<file path="config.mk">
export PLATFORM = sky130hd
export DESIGN_NAME = lcd_bus_rx
export DESIGN_NICKNAME = d
export VERILOG_FILES = /design/src/rtl/lcd_pkg.sv /design/src/rtl/lcd_edge_sync.sv /design/src/rtl/lcd_bus_rx.sv
export SDC_FILE = /design/constraint.sdc
export NUM_CORES = 1
export LEC_CHECK = 0
export CORE_UTILIZATION = 40
export CTS_CLUSTER_SIZE = 28
export DETAILED_ROUTE_END_ITERATION = 6
export GPL_TIMING_DRIVEN = 0
export PLACE_DENSITY = 0.64
export SLEW_MARGIN = 25
export SYNTH_ARGS = -nofsm -noshare
export SYNTH_HDL_FRONTEND = slang
export SYNTH_SLANG_ARGS = --single-unit
</file>
<file path="constraint.sdc">
create_clock -name clk -period 3.9 [get_ports clk]
set_input_delay 0.585 -clock clk [delete_from_list [all_inputs] [get_ports clk]]
set_output_delay 0.585 -clock clk [all_outputs]
set_load 0.01 [all_outputs]
</file>
<file path="src/rtl/lcd_pkg.sv">
// Shared types, instruction bit positions and DDRAM address helpers for the LCD bus receiver.
package lcd_pkg;

    typedef enum logic [1:0] {StIdle, StExec, StClrFill, StClrWait} lcd_state_e;

    typedef struct packed {
        logic disp_on;
        logic cursor_on;
        logic blink_on;
        logic inc_mode;
        logic shift_mode;
        logic func_8bit;
        logic func_2line;
    } lcd_flags_t;

    localparam lcd_flags_t FLAGS_RST = '{inc_mode: 1'b1, func_8bit: 1'b1, default: 1'b0};

    // Opcode is identified by its highest set bit
    localparam int unsigned BIT_SET_DDRAM = 7;
    localparam int unsigned BIT_SET_CGRAM = 6;
    localparam int unsigned BIT_FUNC      = 5;
    localparam int unsigned BIT_SHIFT     = 4;
    localparam int unsigned BIT_DISP      = 3;
    localparam int unsigned BIT_ENTRY     = 2;
    localparam int unsigned BIT_HOME      = 1;
    localparam int unsigned BIT_CLEAR     = 0;

    localparam int unsigned BIT_FUNC_DL  = 4;
    localparam int unsigned BIT_FUNC_N   = 3;
    localparam int unsigned BIT_SHIFT_SC = 3;
    localparam int unsigned BIT_SHIFT_RL = 2;
    localparam int unsigned BIT_DISP_D   = 2;
    localparam int unsigned BIT_DISP_C   = 1;
    localparam int unsigned BIT_DISP_B   = 0;
    localparam int unsigned BIT_ENTRY_ID = 1;
    localparam int unsigned BIT_ENTRY_S  = 0;

    localparam logic [6:0] LINE1_BASE  = 7'h40;
    localparam logic [6:0] LINE0_LAST  = 7'h27;
    localparam logic [6:0] LINE1_LAST  = 7'h67;
    localparam logic [7:0] ASCII_SPACE = 8'h20;

    typedef struct packed {
        logic       hit;
        logic [4:0] idx;
    } ddram_idx_t;

    function automatic ddram_idx_t ac_to_index(input logic [6:0] ac, input logic [6:0] line_len);
        ddram_idx_t r;
        r.hit = 1'b0;
        r.idx = '0;
        if (ac < line_len) begin
            r.hit = 1'b1;
            r.idx = ac[4:0];
        end else if (ac >= LINE1_BASE && ac < LINE1_BASE + line_len) begin
            r.hit = 1'b1;
            r.idx = 5'(ac - LINE1_BASE + line_len);
        end
        return r;
    endfunction

    // Address counter walks 0x00..0x27 then 0x40..0x67, wrapping in both directions
    function automatic logic [6:0] ac_step(input logic [6:0] ac, input logic inc);
        if (inc) begin
            if (ac == LINE0_LAST) return LINE1_BASE;
            if (ac == LINE1_LAST) return 7'h00;
            return ac + 7'd1;
        end
        if (ac == 7'h00) return LINE1_LAST;
        if (ac == LINE1_BASE) return LINE0_LAST;
        return ac - 7'd1;
    endfunction

endpackage

</file>
<file path="src/rtl/lcd_edge_sync.sv">
// Two-flop synchronizer for the asynchronous LCD enable strobe with rise/fall pulse detect.
module lcd_edge_sync (
    input  logic clk_i,
    input  logic rst_ni,
    input  logic en_i,
    output logic rise_o,
    output logic fall_o
);

    logic meta_q, sync_q, prev_q;

    always_ff @(posedge clk_i or negedge rst_ni) begin
        if (!rst_ni) begin
            meta_q <= 1'b0;
            sync_q <= 1'b0;
            prev_q <= 1'b0;
        end else begin
            meta_q <= en_i;
            sync_q <= meta_q;
            prev_q <= sync_q;
        end
    end

    assign rise_o = sync_q & ~prev_q;
    assign fall_o = ~sync_q & prev_q;

endmodule

</file>
<file path="src/rtl/lcd_bus_rx.sv">
// HD44780-style bus receiver: instruction decode, 2-line DDRAM mirror and busy window.
// Define LCD_READ_EN to enable bus reads (busy/AC and DDRAM readback).
module lcd_bus_rx
    import lcd_pkg::*;
#(
    parameter int unsigned BUSY_CMD_CYC = 2000,
    parameter int unsigned BUSY_CLR_CYC = 76500,
    parameter int unsigned LINE_LEN     = 16
) (
    input  logic       clk,
    input  logic       rst_n,
    input  logic       lcd_rs,
    input  logic       lcd_rw,
    input  logic       lcd_en,
    input  logic [7:0] lcd_d_in,
    output logic [7:0] lcd_d_out,
    output logic       lcd_d_oe,
    input  logic [4:0] disp_addr,
    output logic [7:0] disp_char,
    output logic       busy,
    output logic       disp_on,
    output logic       cursor_on,
    output logic       blink_on,
    output logic       inc_mode,
    output logic       shift_mode,
    output logic       func_8bit,
    output logic       func_2line,
    output logic       cmd_strobe,
    output logic       err_busy
);

    localparam int unsigned DEPTH = 2 * LINE_LEN;
    localparam int unsigned CNT_W = $clog2(BUSY_CLR_CYC + 1);

    logic en_rise, en_fall;

    lcd_edge_sync u_en_sync (
        .clk_i (clk),
        .rst_ni(rst_n),
        .en_i  (lcd_en),
        .rise_o(en_rise),
        .fall_o(en_fall)
    );

    logic       bus_rs_q, bus_rw_q;
    logic [7:0] bus_d_q;
    logic       cap_vld_q, cap_rs_q, cap_rw_q;
    logic [7:0] cap_d_q;

    lcd_state_e       state_q, state_d;
    logic [CNT_W-1:0] cnt_q, cnt_d;
    logic [4:0]       fill_q, fill_d;
    logic [6:0]       ac_q, ac_d;
    lcd_flags_t       flags_q, flags_d;
    logic [7:0]       mem_q [DEPTH];
    logic [7:0]       mem_d [DEPTH];
    logic             strobe_q, strobe_d, err_q, err_d;
    logic [7:0]       d_out_q, d_out_d;
    logic             d_oe_q, d_oe_d;
    logic             is_busy;
    ddram_idx_t       ac_idx;

    assign is_busy = (state_q != StIdle);
    assign ac_idx  = ac_to_index(ac_q, 7'(LINE_LEN));

    always_comb begin
        state_d  = state_q;
        cnt_d    = cnt_q;
        fill_d   = fill_q;
        ac_d     = ac_q;
        flags_d  = flags_q;
        mem_d    = mem_q;
        strobe_d = 1'b0;
        err_d    = 1'b0;
        d_out_d  = d_out_q;
        d_oe_d   = d_oe_q;

        unique case (state_q)
            StIdle: ;
            StExec, StClrWait: begin
                if (cnt_q == '0) state_d = StIdle;
                else             cnt_d   = cnt_q - CNT_W'(1);
            end
            StClrFill: begin
                mem_d[fill_q] = ASCII_SPACE;
                fill_d        = fill_q + 5'd1;
                cnt_d         = cnt_q - CNT_W'(1);
                if (fill_q == 5'(DEPTH - 1)) state_d = StClrWait;
            end
            default: state_d = StIdle;
        endcase

        if (cap_vld_q) begin
            if (!cap_rw_q && is_busy) begin
                err_d = 1'b1;
            end else if (!cap_rw_q && cap_rs_q) begin
                if (ac_idx.hit) mem_d[ac_idx.idx] = cap_d_q;
                ac_d     = ac_step(ac_q, flags_q.inc_mode);
                strobe_d = 1'b1;
                state_d  = StExec;
                cnt_d    = CNT_W'(BUSY_CMD_CYC - 1);
            end else if (!cap_rw_q && cap_d_q != 8'h00) begin
                strobe_d = 1'b1;
                state_d  = StExec;
                cnt_d    = CNT_W'(BUSY_CMD_CYC - 1);
                if (cap_d_q[BIT_SET_DDRAM]) begin
                    ac_d = cap_d_q[6:0];
                end else if (cap_d_q[BIT_SET_CGRAM]) begin
                    // CGRAM is not mirrored; only the busy window applies
                end else if (cap_d_q[BIT_FUNC]) begin
                    flags_d.func_8bit  = cap_d_q[BIT_FUNC_DL];
                    flags_d.func_2line = cap_d_q[BIT_FUNC_N];
                end else if (cap_d_q[BIT_SHIFT]) begin
                    if (!cap_d_q[BIT_SHIFT_SC]) ac_d = ac_step(ac_q, cap_d_q[BIT_SHIFT_RL]);
                end else if (cap_d_q[BIT_DISP]) begin
                    flags_d.disp_on   = cap_d_q[BIT_DISP_D];
                    flags_d.cursor_on = cap_d_q[BIT_DISP_C];
                    flags_d.blink_on  = cap_d_q[BIT_DISP_B];
                end else if (cap_d_q[BIT_ENTRY]) begin
                    flags_d.inc_mode   = cap_d_q[BIT_ENTRY_ID];
                    flags_d.shift_mode = cap_d_q[BIT_ENTRY_S];
                end else if (cap_d_q[BIT_HOME]) begin
                    ac_d    = '0;
                    cnt_d   = CNT_W'(BUSY_CLR_CYC - 1);
                    state_d = StClrWait;
                end else if (cap_d_q[BIT_CLEAR]) begin
                    ac_d             = '0;
                    flags_d.inc_mode = 1'b1;
                    cnt_d            = CNT_W'(BUSY_CLR_CYC - 1);
                    fill_d           = '0;
                    state_d          = StClrFill;
                end
`ifdef LCD_READ_EN
            end else if (cap_rw_q && !cap_rs_q) begin
                strobe_d = 1'b1;
            end else if (cap_rw_q && !is_busy) begin
                ac_d     = ac_step(ac_q, flags_q.inc_mode);
                strobe_d = 1'b1;
                state_d  = StExec;
                cnt_d    = CNT_W'(BUSY_CMD_CYC - 1);
`endif
            end
        end

`ifdef LCD_READ_EN
        if (en_rise && bus_rw_q) begin
            d_oe_d  = 1'b1;
            d_out_d = bus_rs_q ? (ac_idx.hit ? mem_q[ac_idx.idx] : ASCII_SPACE)
                               : {is_busy, ac_q};
        end
        if (en_fall) d_oe_d = 1'b0;
`else
        d_oe_d  = 1'b0;
        d_out_d = '0;
`endif
    end

`ifndef LCD_READ_EN
    logic unused_rise;
    assign unused_rise = en_rise;
`endif

    always_ff @(posedge clk or negedge rst_n) begin
        if (!rst_n) begin
            bus_rs_q  <= 1'b0;
            bus_rw_q  <= 1'b0;
            bus_d_q   <= '0;
            cap_vld_q <= 1'b0;
            cap_rs_q  <= 1'b0;
            cap_rw_q  <= 1'b0;
            cap_d_q   <= '0;
            state_q   <= StIdle;
            cnt_q     <= '0;
            fill_q    <= '0;
            ac_q      <= '0;
            flags_q   <= FLAGS_RST;
            strobe_q  <= 1'b0;
            err_q     <= 1'b0;
            d_out_q   <= '0;
            d_oe_q    <= 1'b0;
            for (int i = 0; i < DEPTH; i++) mem_q[i] <= ASCII_SPACE;
        end else begin
            bus_rs_q  <= lcd_rs;
            bus_rw_q  <= lcd_rw;
            bus_d_q   <= lcd_d_in;
            cap_vld_q <= en_fall;
            if (en_fall) begin
                cap_rs_q <= bus_rs_q;
                cap_rw_q <= bus_rw_q;
                cap_d_q  <= bus_d_q;
            end
            state_q  <= state_d;
            cnt_q    <= cnt_d;
            fill_q   <= fill_d;
            ac_q     <= ac_d;
            flags_q  <= flags_d;
            strobe_q <= strobe_d;
            err_q    <= err_d;
            d_out_q  <= d_out_d;
            d_oe_q   <= d_oe_d;
            mem_q    <= mem_d;
        end
    end

    assign busy       = is_busy;
    assign disp_char  = mem_q[disp_addr];
    assign disp_on    = flags_q.disp_on;
    assign cursor_on  = flags_q.cursor_on;
    assign blink_on   = flags_q.blink_on;
    assign inc_mode   = flags_q.inc_mode;
    assign shift_mode = flags_q.shift_mode;
    assign func_8bit  = flags_q.func_8bit;
    assign func_2line = flags_q.func_2line;
    assign cmd_strobe = strobe_q;
    assign err_busy   = err_q;
    assign lcd_d_out  = d_out_q;
    assign lcd_d_oe   = d_oe_q;

endmodule

</file>
# Yosys cells after proc, flatten, opt, wreduce, memory -nomap -nowiden
# Index checks and enable logic that the tools add are counted.
# word_totals
out_inout_bits,27
regBits,320
in_bits,18
word_cells,289
# classes
order_cmp,8
n_eq_ne,12
n_reduce_logical,20
addsub,6
mux,173
bitwise_logic,15
# op_table
operator,n
256-bit two-way mux,5
256-bit bitwise mux,1
224-bit AND,1
224-bit NOT,1
17-bit two-way mux,13
7-bit two-way mux,29
1-bit two-way mux,87
8-bit demux with 5-bit select,2
5-bit two-way mux,13
8-bit binary-select mux with 5-bit select,1
17-bit case mux with 2 select lines,1
8-bit two-way mux,4
32-bit bitwise OR,1
2-bit two-way mux,14
"6-bit greater-or-equal comparator, second input constant",3
5-bit NOT with 6-bit output,3
17-bit zero test,1
"17-bit by 1-bit subtractor with 17-bit output, second input constant",1
"7-bit == test, second input constant",2
"6-bit by 1-bit less-than comparator with 1-bit output, second input constant",2
6-bit two-way mux,2
11-bit AND reduction,1
10-bit AND reduction,1
"3-bit by 1-bit inequality test with 1-bit output, second input constant",3
other kinds (27),42

# Longest topological paths before layout
# Gate-level depths: netlist of run 1.
# depth
word_depth,41
depth_mapped,8
ltp_nobuf,7

# By module
# From an unflattened synthesis of run 1, not the netlist that was laid out.
# unflattened
cells_unflattened,1655
area_unflattened_um2,15826.4
# by_module_without_submodules
module,area_each_um2,cells_each,instances,seq_area_each_um2
lcd_bus_rx,15736.3,1650,1,7975.1
lcd_edge_sync,90.1,5,1,75.1

# Worst setup path after synthesis of run 1
# No wires, ideal clock.
# synth_path
path_kind,input-to-output
start,in disp_addr[0]
end,out disp_char[7]
path_buffers,3
stages,7
required_time_ns,3.315
arrival_time_ns,2.306
path_slack_ns,1.009
cell_sequence,buf_2 > buf_2 > buf_2 > mux4_2 > mux2i_1 > a22o_1 > a221oi_1
# synth_between
elab_chain_cells,4
# synth_lines
item,line,source
"start, declared",lcd_bus_rx.sv:18,"input logic [4:0] disp_addr,"
5-bit NOT with 6-bit output (implied by the code),lcd_bus_rx.sv:206,assign disp_char = mem_q[disp_addr];
8-bit binary-select mux with 5-bit select,lcd_bus_rx.sv:206,
8-bit two-way mux (implied by the code) (2 in series),lcd_bus_rx.sv:206,
"end, declared",lcd_bus_rx.sv:19,"output logic [7:0] disp_char,"
# No other way between the ends. The select of a mux whose other input is x is not followed.

# Final worst setup path of run 1
# layout_path
start,in disp_addr[1]
end,out disp_char[3]
# The elaborated chain is that of the path after synthesis.

==> results of run 1 <==
timing repair:
action | in CTS | in global routing
resized for setup | 6 | 2
hold buffers | 1 | 0
setup endpoints to repair | 8 | 3
hold endpoints to repair | 50 | 0
routing by layer:
metal  vias up  track usage [%]  wire length, um
li1       5970                -                -
met1      6424            32.30            19920
met2       579            36.50            21800
met3       116            4.810             3950
met4         4            9.226             1758
met5         -                0               23
sequential cells by signal, summed over array words and instances (netlist names), 2 cells and up:
register / count
bus_d_q: 8
fill_q: 5
cnt_q: 17
state_q: 2
ac_q: 7
cap_d_q: 8
mem_q: 256
cells in the mapped netlist (12+ instances only):
library cell and instances:
sky130_fd_sc_hd__mux2_2 12, sky130_fd_sc_hd__nor3_1 21, sky130_fd_sc_hd__dfstp_2 34, sky130_fd_sc_hd__buf_2 12
sky130_fd_sc_hd__a21oi_1 47, sky130_fd_sc_hd__mux2i_1 35, sky130_fd_sc_hd__mux4_2 64, sky130_fd_sc_hd__nor2_1 60
sky130_fd_sc_hd__clkbuf_1 96, sky130_fd_sc_hd__nand2_1 533, sky130_fd_sc_hd__o21ai_0 271, sky130_fd_sc_hd__dfrtp_1 286
sky130_fd_sc_hd__nand3_1 15
worst paths after layout:
kind / from / endpoint / slack (ns) / depth (start not counted)
setup / recovery: disp_addr[1] / disp_char[3] / -0.007 / 7
hold / removal: u_en_sync.meta_q / u_en_sync.sync_q / 0.35 / 0
setup reg to reg: ac_q[6] / mem_q[62] / 0.52 / 6
hold reg to reg: u_en_sync.meta_q / u_en_sync.sync_q / 0.35 / 0
max in group asynchronous: rst_n / mem_q[229] / 2.21 / 4
min in group asynchronous: rst_n / mem_q[159] / 0.55 / 2
area by class of cell:
class                   count  area, um^2  share of cell area, %
plain buffers             126       550.5                  3.003
clock buffers              52        1095                  5.971
clock inverters            16       195.2                  1.065
inverters                  11       41.29                 0.2252
multi-input cells        1230        7308                  39.86
flip-flops and latches    320        8050                  43.91
well taps                 518       648.1                  3.535
repair buffers             37       445.4                  2.430
worst max-delay path, cell delays in order:
cell                              delay, ns
sky130_fd_sc_hd__buf_2                 0.28
sky130_fd_sc_hd__clkbuf_2              0.38
sky130_fd_sc_hd__clkbuf_2              0.40
sky130_fd_sc_hd__mux4_2                0.29
sky130_fd_sc_hd__mux2i_1               0.11
sky130_fd_sc_hd__a221oi_1              0.59
sky130_fd_sc_hd__clkdlybuf4s50_1       0.66
kinds of logic after synthesis:
| group | synth area share (%) |
|---|---|
| and+or+nand+nor | 18.66 |
| muxes | 12.31 |
| DFF | 50.65 |
| xor gates and xnor gates | 0.7714 |
| buffers and inverters | 3.637 |
| adders and majority gates | 0.7085 |
| AOI/OAI and AO/OA | 13.24 |
| other | 0.02359 |
power by group through the flow:
stage	sequential, mW	clock [mW]	combinational [mW]
floorplan	3.77	0	1.03
CTS	3.76	3.73	1.56
global placement	3.81	0	1.50
finish	3.77	3.68	1.58
detailed placement	3.82	0	1.55
global route	3.79	3.87	1.73
==> results_dict.tcl, run 1 <==
set metrics [dict create \
    numPortBuffers 32 \
    power.total_mw 9.028 \
    floorplan.io_pins 45 \
    dp.cells 2241 \
    drive_above_1_share_pct 12.00 \
    crit_type "input port to output pin" \
    drt-total-wl_um 47460 \
    ant_nets 0 \
    pwr_density_cell_nw_per_um2 492.4 \
    async_flop_share_pct 100.0 \
    hold_path.class "flop to flop" \
    most_used_flip_flop_cell_after_synthesis "sky130_fd_sc_hd__dfrtp_1" \
    detail_route.wl_per_cell_um 20.54 \
    final-instance-count-excl-fill 2310 \
    clockPowerShare_pct 40.7 \
    grt_pass1_vias 13010 \
    ys.warnings.count 0 \
    layout_commonest_cell "sky130_fd_sc_hd__nand2_1" \
    insertedDiodeCount 0 \
    violated_checks "setup timing" \
    ys_ff_latch 320 \
    initial_antenna_violation_count 2 \
    clock_skew_ns 0.02274 \
    post-route-min-period_ns 3.907 \
    max_slew_margin_pct 29.03 \
    clock-sinks 320 \
    synth_top_cells_by_area "sky130_fd_sc_hd__dfrtp_1 45%, sky130_fd_sc_hd__nand2_1 13%, sky130_fd_sc_hd__mux4_2 9.1%, sky130_fd_sc_hd__o21ai_0 8.5%, sky130_fd_sc_hd__dfstp_2 5.6%" \
    pre_cts_ws_ns -0.3956 \
    number_of_drc_markers_after_the_initial_detailed_route_iteration 1338 \
    drtPass1Iterations 6 \
    clk_transition_reported_paths_ns 0.06 \
    die_y_um 201.3 \
    post-synth-top-area-fraction_pct 45.03 \
    fp.coreArea_um2 38920 \
    nets 1791 \
    synthCells 1679 \
    detail_route.vias_per_cell 5.668 \
    total_switching_power_mw 2.666 \
    combinationalPowerShare_pct 17.6 \
    report.final.slew_viol_count 0 \
    final_ws_setup_ns -0.007314 \
    fillerInstances 3661 \
    numCtsBuffers 38 \
    critPathMaxFanout 10 \
    die-width_um 201.3 \
    vdd_ir_drop_max_mv 0.4079 \
    pin_count_of_the_biggest_net_entering_global_routing 95 \
    cp-start-kind "input port" \
    cts_post_setup_buffers_inserted 0 \
    floorplan.die_area_um2 40540 \
    result_of_the_run "finished, violations left" \
    seq_power_share_pct 41.7 \
    post-route-util_pct 47.11 \
    area.growth.synth_to_final_pct 15.35 \
    hold_ws_ns 0.3484 \
    max_cap_viol_count 0 \
    postPlaceCellArea_um2 17010 \
    final_cell_area_um2 18330 \
    netSwitchingFraction_pct 29.53 \
    max_freq_mhz 255.9 \
    worst_ep_arrival_time_ns 3.32 \
    finalSetupViolations 1 \
    cts-htree-levels 2 \
    synth-edff-count 0 \
    grt_util_all_layers_pct 23.51 \
    global_route_wire_length_before_repair_um 74470 \
    yosysSeqAreaShare_pct 50.65 \
    ctsLongestPathBuffers 3 \
    place.detailed.hpwl_um 32700 \
    max_slew.worst_pin.slew_ns 1.056 \
    finalCritPeriodShare_pct 100.2 \
    yosysUniqueCellTypes 64 \
    crit_path_required_time_ns 3.31 \
    placement_rows 72 \
    syn_area_per_cell_um2 9.466 \
    finalHoldViolCount 0 \
    leakage_nw 7.323 \
    largest_area_contributor_in_the_netlist "sky130_fd_sc_hd__dfrtp_1" \
    mostFrequentLayoutCells "533 x sky130_fd_sc_hd__nand2_1, 286 x sky130_fd_sc_hd__dfrtp_1, 271 x sky130_fd_sc_hd__o21ai_0, 99 x sky130_fd_sc_hd__clkbuf_1, 64 x sky130_fd_sc_hd__mux4_2" \
    cts_root_buf "sky130_fd_sc_hd__clkbuf_16" \
    initial_utilization_pct 40.84 \
    detail_route.drc_violations 0 \
    grt-ovfl-total 0 \
    unrepaired_setup_endpoints_after_global_routing "false" \
    tritoncts "yes" \
    worst_setup_path_end_kind "output pin" \
    vias 13090 \
    clock_latency_ns 0.54 \
    post_synth_instance_area_um2 15890 \
    setup_tns_final_ns -0.007314 \
    gpl.final_weighted_congestion 0.9056 \
    p_int_mw 6.362 \
]
(Power assumes the default switching activity.)
==> run 2: changes to the inputs <==
PLACE_DENSITY = unset   (was 0.64)
==> results_dict.tcl, run 2 (synthesis gave the netlist of run 1 again) <==
set metrics [dict create \
    area.growth.synth_to_final_pct 15.11 \
    crit_path_required_time_ns 3.31 \
    max_cap_viol_count 0 \
    ant_nets 0 \
    clock-sinks 320 \
    dp.cells 2241 \
    hold_ws_ns 0.3460 \
    ctsLongestPathBuffers 3 \
    worst_r2r_path_depth 6 \
    largest_registers "mem_q (256), cnt_q (17)" \
    layout_commonest_cell "sky130_fd_sc_hd__nand2_1" \
    mostFrequentLayoutCells "533 x sky130_fd_sc_hd__nand2_1, 286 x sky130_fd_sc_hd__dfrtp_1, 271 x sky130_fd_sc_hd__o21ai_0, 99 x sky130_fd_sc_hd__clkbuf_1, 64 x sky130_fd_sc_hd__mux4_2" \
    critPathMaxFanout 10 \
    final-seq-area_um2 8050 \
    finalCritPeriodShare_pct 97.78 \
    floorplan.die_area_um2 40540 \
    fp.coreArea_um2 38920 \
    tritoncts "yes" \
    max_slew.worst_pin.slew_ns 1.030 \
    vias 12960 \
    unrepaired_setup_endpoints_after_global_routing "false" \
    leakage_nw 7.301 \
    die_y_um 201.3 \
    pin_count_of_the_biggest_net_entering_global_routing 89 \
    clock_latency_ns 0.55 \
    number_of_drc_markers_after_the_initial_detailed_route_iteration 1175 \
    global_route_wire_length_before_repair_um 73930 \
    largest_reg_flops 256 \
    die-width_um 201.3 \
    grt-ovfl-total 0 \
    final-instance-count-excl-fill 2308 \
    drive_above_1_share_pct 11.79 \
    detail_route.wl_per_cell_um 20.72 \
    hold_path.class "flop to flop" \
    largest-register "mem_q" \
    worstReg2RegStart "ac_q[6]" \
    finalSetupViolations 0 \
    worst_ep_arrival_time_ns 3.23 \
    setup.reg_to_reg.worst_slack_ns 0.60 \
    initial_utilization_pct 40.84 \
    min-delay-start "u_en_sync.meta_q" \
    floorplan.io_pins 45 \
    area_used_by_multi_input_combinational_logic_um2 7302 \
    post-route-min-period_ns 3.813 \
    place.detailed.hpwl_um 33150 \
    hold-path-endpoint "u_en_sync.sync_q" \
    rr_endpoint "mem_q[126]" \
    cts_root_buf "sky130_fd_sc_hd__clkbuf_16" \
    max_freq_mhz 262.2 \
    detail_route.drc_violations 0 \
    gpl.final_weighted_congestion 0.9022 \
    cts_post_setup_buffers_inserted 0 \
    vdd_ir_drop_max_mv 0.3855 \
    whs_path_depth 0 \
    clock_skew_ns 0.02670 \
    numCtsBuffers 37 \
    placement_rows 72 \
    finalHoldViolCount 0 \
    nets 1790 \
    report.final.slew_viol_count 0 \
    numPortBuffers 32 \
    clk_transition_reported_paths_ns 0.05 \
    cp-start-kind "input port" \
    drtPass1Iterations 5 \
    cts-htree-levels 2 \
    drt-total-wl_um 47810 \
    detail_route.vias_per_cell 5.614 \
    initial_antenna_violation_count 1 \
    grt_util_all_layers_pct 23.73 \
    worst_setup_path_end_kind "output pin" \
    max_slew_margin_pct 30.79 \
    fillerInstances 3668 \
    grt_pass1_vias 12540 \
    pwr_density_cell_nw_per_um2 491.1 \
    result_of_the_run "finished, final reports clean" \
    crit_type "input port to output pin" \
]
==> run 2: changes by cell type in the layout (fill, tap and decap cells not counted), sizes merged <==
cell and change:
clkinv -2, buf -1, clkbuf +1, diode +1
inv -1
==> run 2: layout make-up <==
type / instances / area share [%]
flip-flops and latches: 320 / 44.00
multi-input cells: 1230 / 39.91
clock buffers: 52 / 5.861
well taps: 518 / 3.542
plain buffers: 126 / 3.009
repair buffers: 37 / 2.435
clock inverters: 13 / 1.005
inverters: 11 / 0.2257
diodes: 1 / 0.01368
==> run 2: power by group <==
group | total [mW] | leakage, nW | internal (mW) | switching, mW
sequential | 3.77 | 4.25 | 3.57 | 0.195
clock | 3.62 | 0.611 | 2.19 | 1.43
combinational | 1.60 | 2.44 | 0.558 | 1.04
total | 8.98 | 7.30 | 6.31 | 2.67
==> run 2: worst max-delay path by stage <==
stage                       from            to  slack, ns
finish              disp_addr[1]  disp_char[3]       0.09
global route        disp_addr[0]  disp_char[7]      0.001
CTS                 disp_addr[0]  disp_char[7]       0.03
detailed placement  disp_addr[1]  disp_char[4]      -0.31
global placement           rst_n    mem_q[233]     -11.80
floorplan           disp_addr[0]  disp_char[7]       1.01
==> run 2: metal layers <==
layer	global-route usage, %	wire [um]	share of wire [%]
met1	33.01	20880	44
met2	37.08	21810	46
met3	4.065	3401	7.1
met4	9.064	1722	3.6
met5	0	0	0
==> run 2: stage by stage <==
step                setup WS, ns  total power [mW]  TNS (ns)  util, %  area [um^2]
finish                   0.08651             8.985         0    47.01        18300
global route           0.0009763             9.343         0    47.01        18290
CTS                      0.02915             9.009         0    46.98        18280
detailed placement       -0.3056             5.390    -1.790    43.70        17010
global placement          -11.80             5.335  -3625.52    43.41        16890
floorplan                  1.009             4.802         0        -        15920
==> run 2: timing repair <==
| item | 4_1_cts | 5_1_grt |
|---|---|---|
| hold endpoints to repair | 15 | 0 |
| gates resized for setup | 5 | 2 |
| hold buffers | 1 | 0 |
| setup endpoints to repair | 8 | 2 |
==> run 2: critical path: stages <==
cell,delay (ns)
sky130_fd_sc_hd__buf_2,0.31
sky130_fd_sc_hd__clkbuf_1,0.61
sky130_fd_sc_hd__mux4_2,0.38
sky130_fd_sc_hd__mux2i_1,0.08
sky130_fd_sc_hd__a22o_1,0.23
sky130_fd_sc_hd__a221oi_1,0.40
sky130_fd_sc_hd__clkdlybuf4s50_1,0.63
==> run 3: changes to the inputs <==
REMOVE_ABC_BUFFERS = 1   (was unset)
==> results_dict.tcl, run 3 (synthesis gave the netlist of run 1 again) <==
set metrics [dict create \
    crit_type "input port to output pin" \
    globalRouteMet2Util_pct 33.92 \
    fp.coreArea_um2 38920 \
    global_route_wire_length_before_repair_um 67310 \
    vdd_ir_drop_max_mv 0.4868 \
    grt-ovfl-total 0 \
    layout_commonest_cell "sky130_fd_sc_hd__nand2_1" \
    floorplan.io_pins 45 \
    worst_r2r_path_depth 4 \
    leakage_nw 7.219 \
    finalSetupViolations 0 \
    report.final.slew_viol_count 0 \
    insertedDiodeCount 0 \
    pin_count_of_the_biggest_net_entering_global_routing 91 \
    fillerInstances 3653 \
    result_of_the_run "finished, final reports clean" \
    postPlaceCellArea_um2 16800 \
    vias 12140 \
    floorplan.die_area_um2 40540 \
    grt.busiest_layer "met2" \
    worst_setup_path_end_kind "output pin" \
    tritoncts "yes" \
    hold_path.class "flop to flop" \
    number_of_drc_markers_after_the_initial_detailed_route_iteration 969 \
    cts_post_setup_buffers_inserted 0 \
    die_y_um 201.3 \
    clk_transition_reported_paths_ns 0.05 \
    power.total_mw 8.986 \
    placement_rows 72 \
    area.growth.synth_to_final_pct 14.08 \
    post-route-min-period_ns 3.801 \
    max_slew.worst_pin.slew_ns 1.019 \
    detail_route.vias_per_cell 5.519 \
    clock-sinks 320 \
    clock_skew_ns 0.01984 \
    finalHoldViolCount 0 \
    die-width_um 201.3 \
    drtPass1Iterations 5 \
    ant_nets 0 \
    cts-htree-levels 2 \
    pwr_density_cell_nw_per_um2 495.6 \
    initial_utilization_pct 40.84 \
    drive_above_1_share_pct 13.15 \
    finalCritPeriodShare_pct 97.47 \
    max_cap_viol_count 0 \
    max_slew_margin_pct 31.79 \
    pre_cts_ws_ns 0.1300 \
    largest_reg_flops 256 \
    final_cell_area_um2 18130 \
    largest-register "mem_q" \
    grt_util_all_layers_pct 20.86 \
    crit_path_required_time_ns 3.31 \
    detail_route.drc_violations 0 \
    critPathMaxFanout 35 \
    ctsLongestPathBuffers 3 \
    numCtsBuffers 37 \
    whs_path_depth 0 \
    cp-start-kind "input port" \
    final_ws_setup_ns 0.09862 \
    max_freq_mhz 263.1 \
    unrepaired_setup_endpoints_after_global_routing "false" \
    mostFrequentLayoutCells "533 x sky130_fd_sc_hd__nand2_1, 278 x sky130_fd_sc_hd__dfrtp_1, 271 x sky130_fd_sc_hd__o21ai_0, 64 x sky130_fd_sc_hd__mux4_2, 55 x sky130_fd_sc_hd__nor2_1" \
    clock_latency_ns 0.54 \
    worst_ep_arrival_time_ns 3.22 \
    grt_use_met3_pct 2.737 \
    grt_util_met1_pct 29.05 \
    place.detailed.hpwl_um 27260 \
    gpl.final_weighted_congestion 0.8598 \
    numPortBuffers 35 \
    cts_root_buf "sky130_fd_sc_hd__clkbuf_16" \
    hold_ws_ns 0.3474 \
    initial_antenna_violation_count 0 \
    detail_route.wl_per_cell_um 18.87 \
    nets 1679 \
    grt_pass1_vias 12110 \
    drt-total-wl_um 41490 \
    largest_registers "mem_q (256), cnt_q (17)" \
]
run 3: cell type report:
| class | instances | area (um^2) | area share [%] |
|---|---|---|---|
| Clock buffer | 55 | 1114 | 6.141 |
| Clock inverter | 13 | 197.7 | 1.090 |
| Inverter | 11 | 41.29 | 0.2277 |
| Multi-Input combinational cell | 1230 | 7365 | 40.62 |
| Sequential cell | 320 | 8060 | 44.45 |
| Tap cell | 518 | 648.1 | 3.574 |
| Timing Repair Buffer | 52 | 706.9 | 3.899 |
run 3: per-layer routing:
layer	wire, um	part of all wire (%)
met1	18510	45
met2	19890	48
met3	2136	5.1
met4	958	2.3
met5	0	0
run 3: worst paths after layout:
path	start	endpoint	slack [ns]
max in group asynchronous	rst_n	mem_q[114]	2.06
min in group asynchronous	rst_n	bus_d_q[1]	0.58
max	disp_addr[0]	disp_char[3]	0.1
max reg2reg	cap_rw_q	mem_q[71]	0.71
min	u_en_sync.meta_q	u_en_sync.sync_q	0.35
min reg2reg	u_en_sync.meta_q	u_en_sync.sync_q	0.35
run 3: stage by stage:
| stage | utilization [%] | instances | TNS (ns) |
|---|---|---|---|
| floorplan | - | 1561 | 0 |
| global placement | 42.10 | 2114 | -3702.46 |
| detailed placement | 43.16 | 2130 | 0 |
| CTS | 46.56 | 2199 | 0 |
| global route | 46.59 | 2199 | 0 |
| finish | 46.59 | 2199 | 0 |
run 3: where the power goes:
| group | leakage, nW | internal [mW] | switching [mW] | total (mW) |
|---|---|---|---|---|
| Sequential | 4.24 | 3.57 | 0.401 | 3.97 |
| Combinational | 2.34 | 0.563 | 0.787 | 1.35 |
| Clock | 0.644 | 2.26 | 1.41 | 3.67 |
| Total | 7.22 | 6.39 | 2.60 | 8.99 |
run 3: worst max-delay path, stage by stage:
cell and delay, ns:
sky130_fd_sc_hd__buf_6 0.42, sky130_fd_sc_hd__buf_16 0.32, sky130_fd_sc_hd__mux4_2 0.30, sky130_fd_sc_hd__mux2i_1 0.14, sky130_fd_sc_hd__a22o_1 0.32, sky130_fd_sc_hd__a221oi_1 0.46
sky130_fd_sc_hd__clkdlybuf4s50_1 0.64
run 3: timing repair:
item,CTS,global route
resized for setup,0,0
hold endpoints to repair,25,0
setup endpoints to repair,0,0
hold buffers,1,0
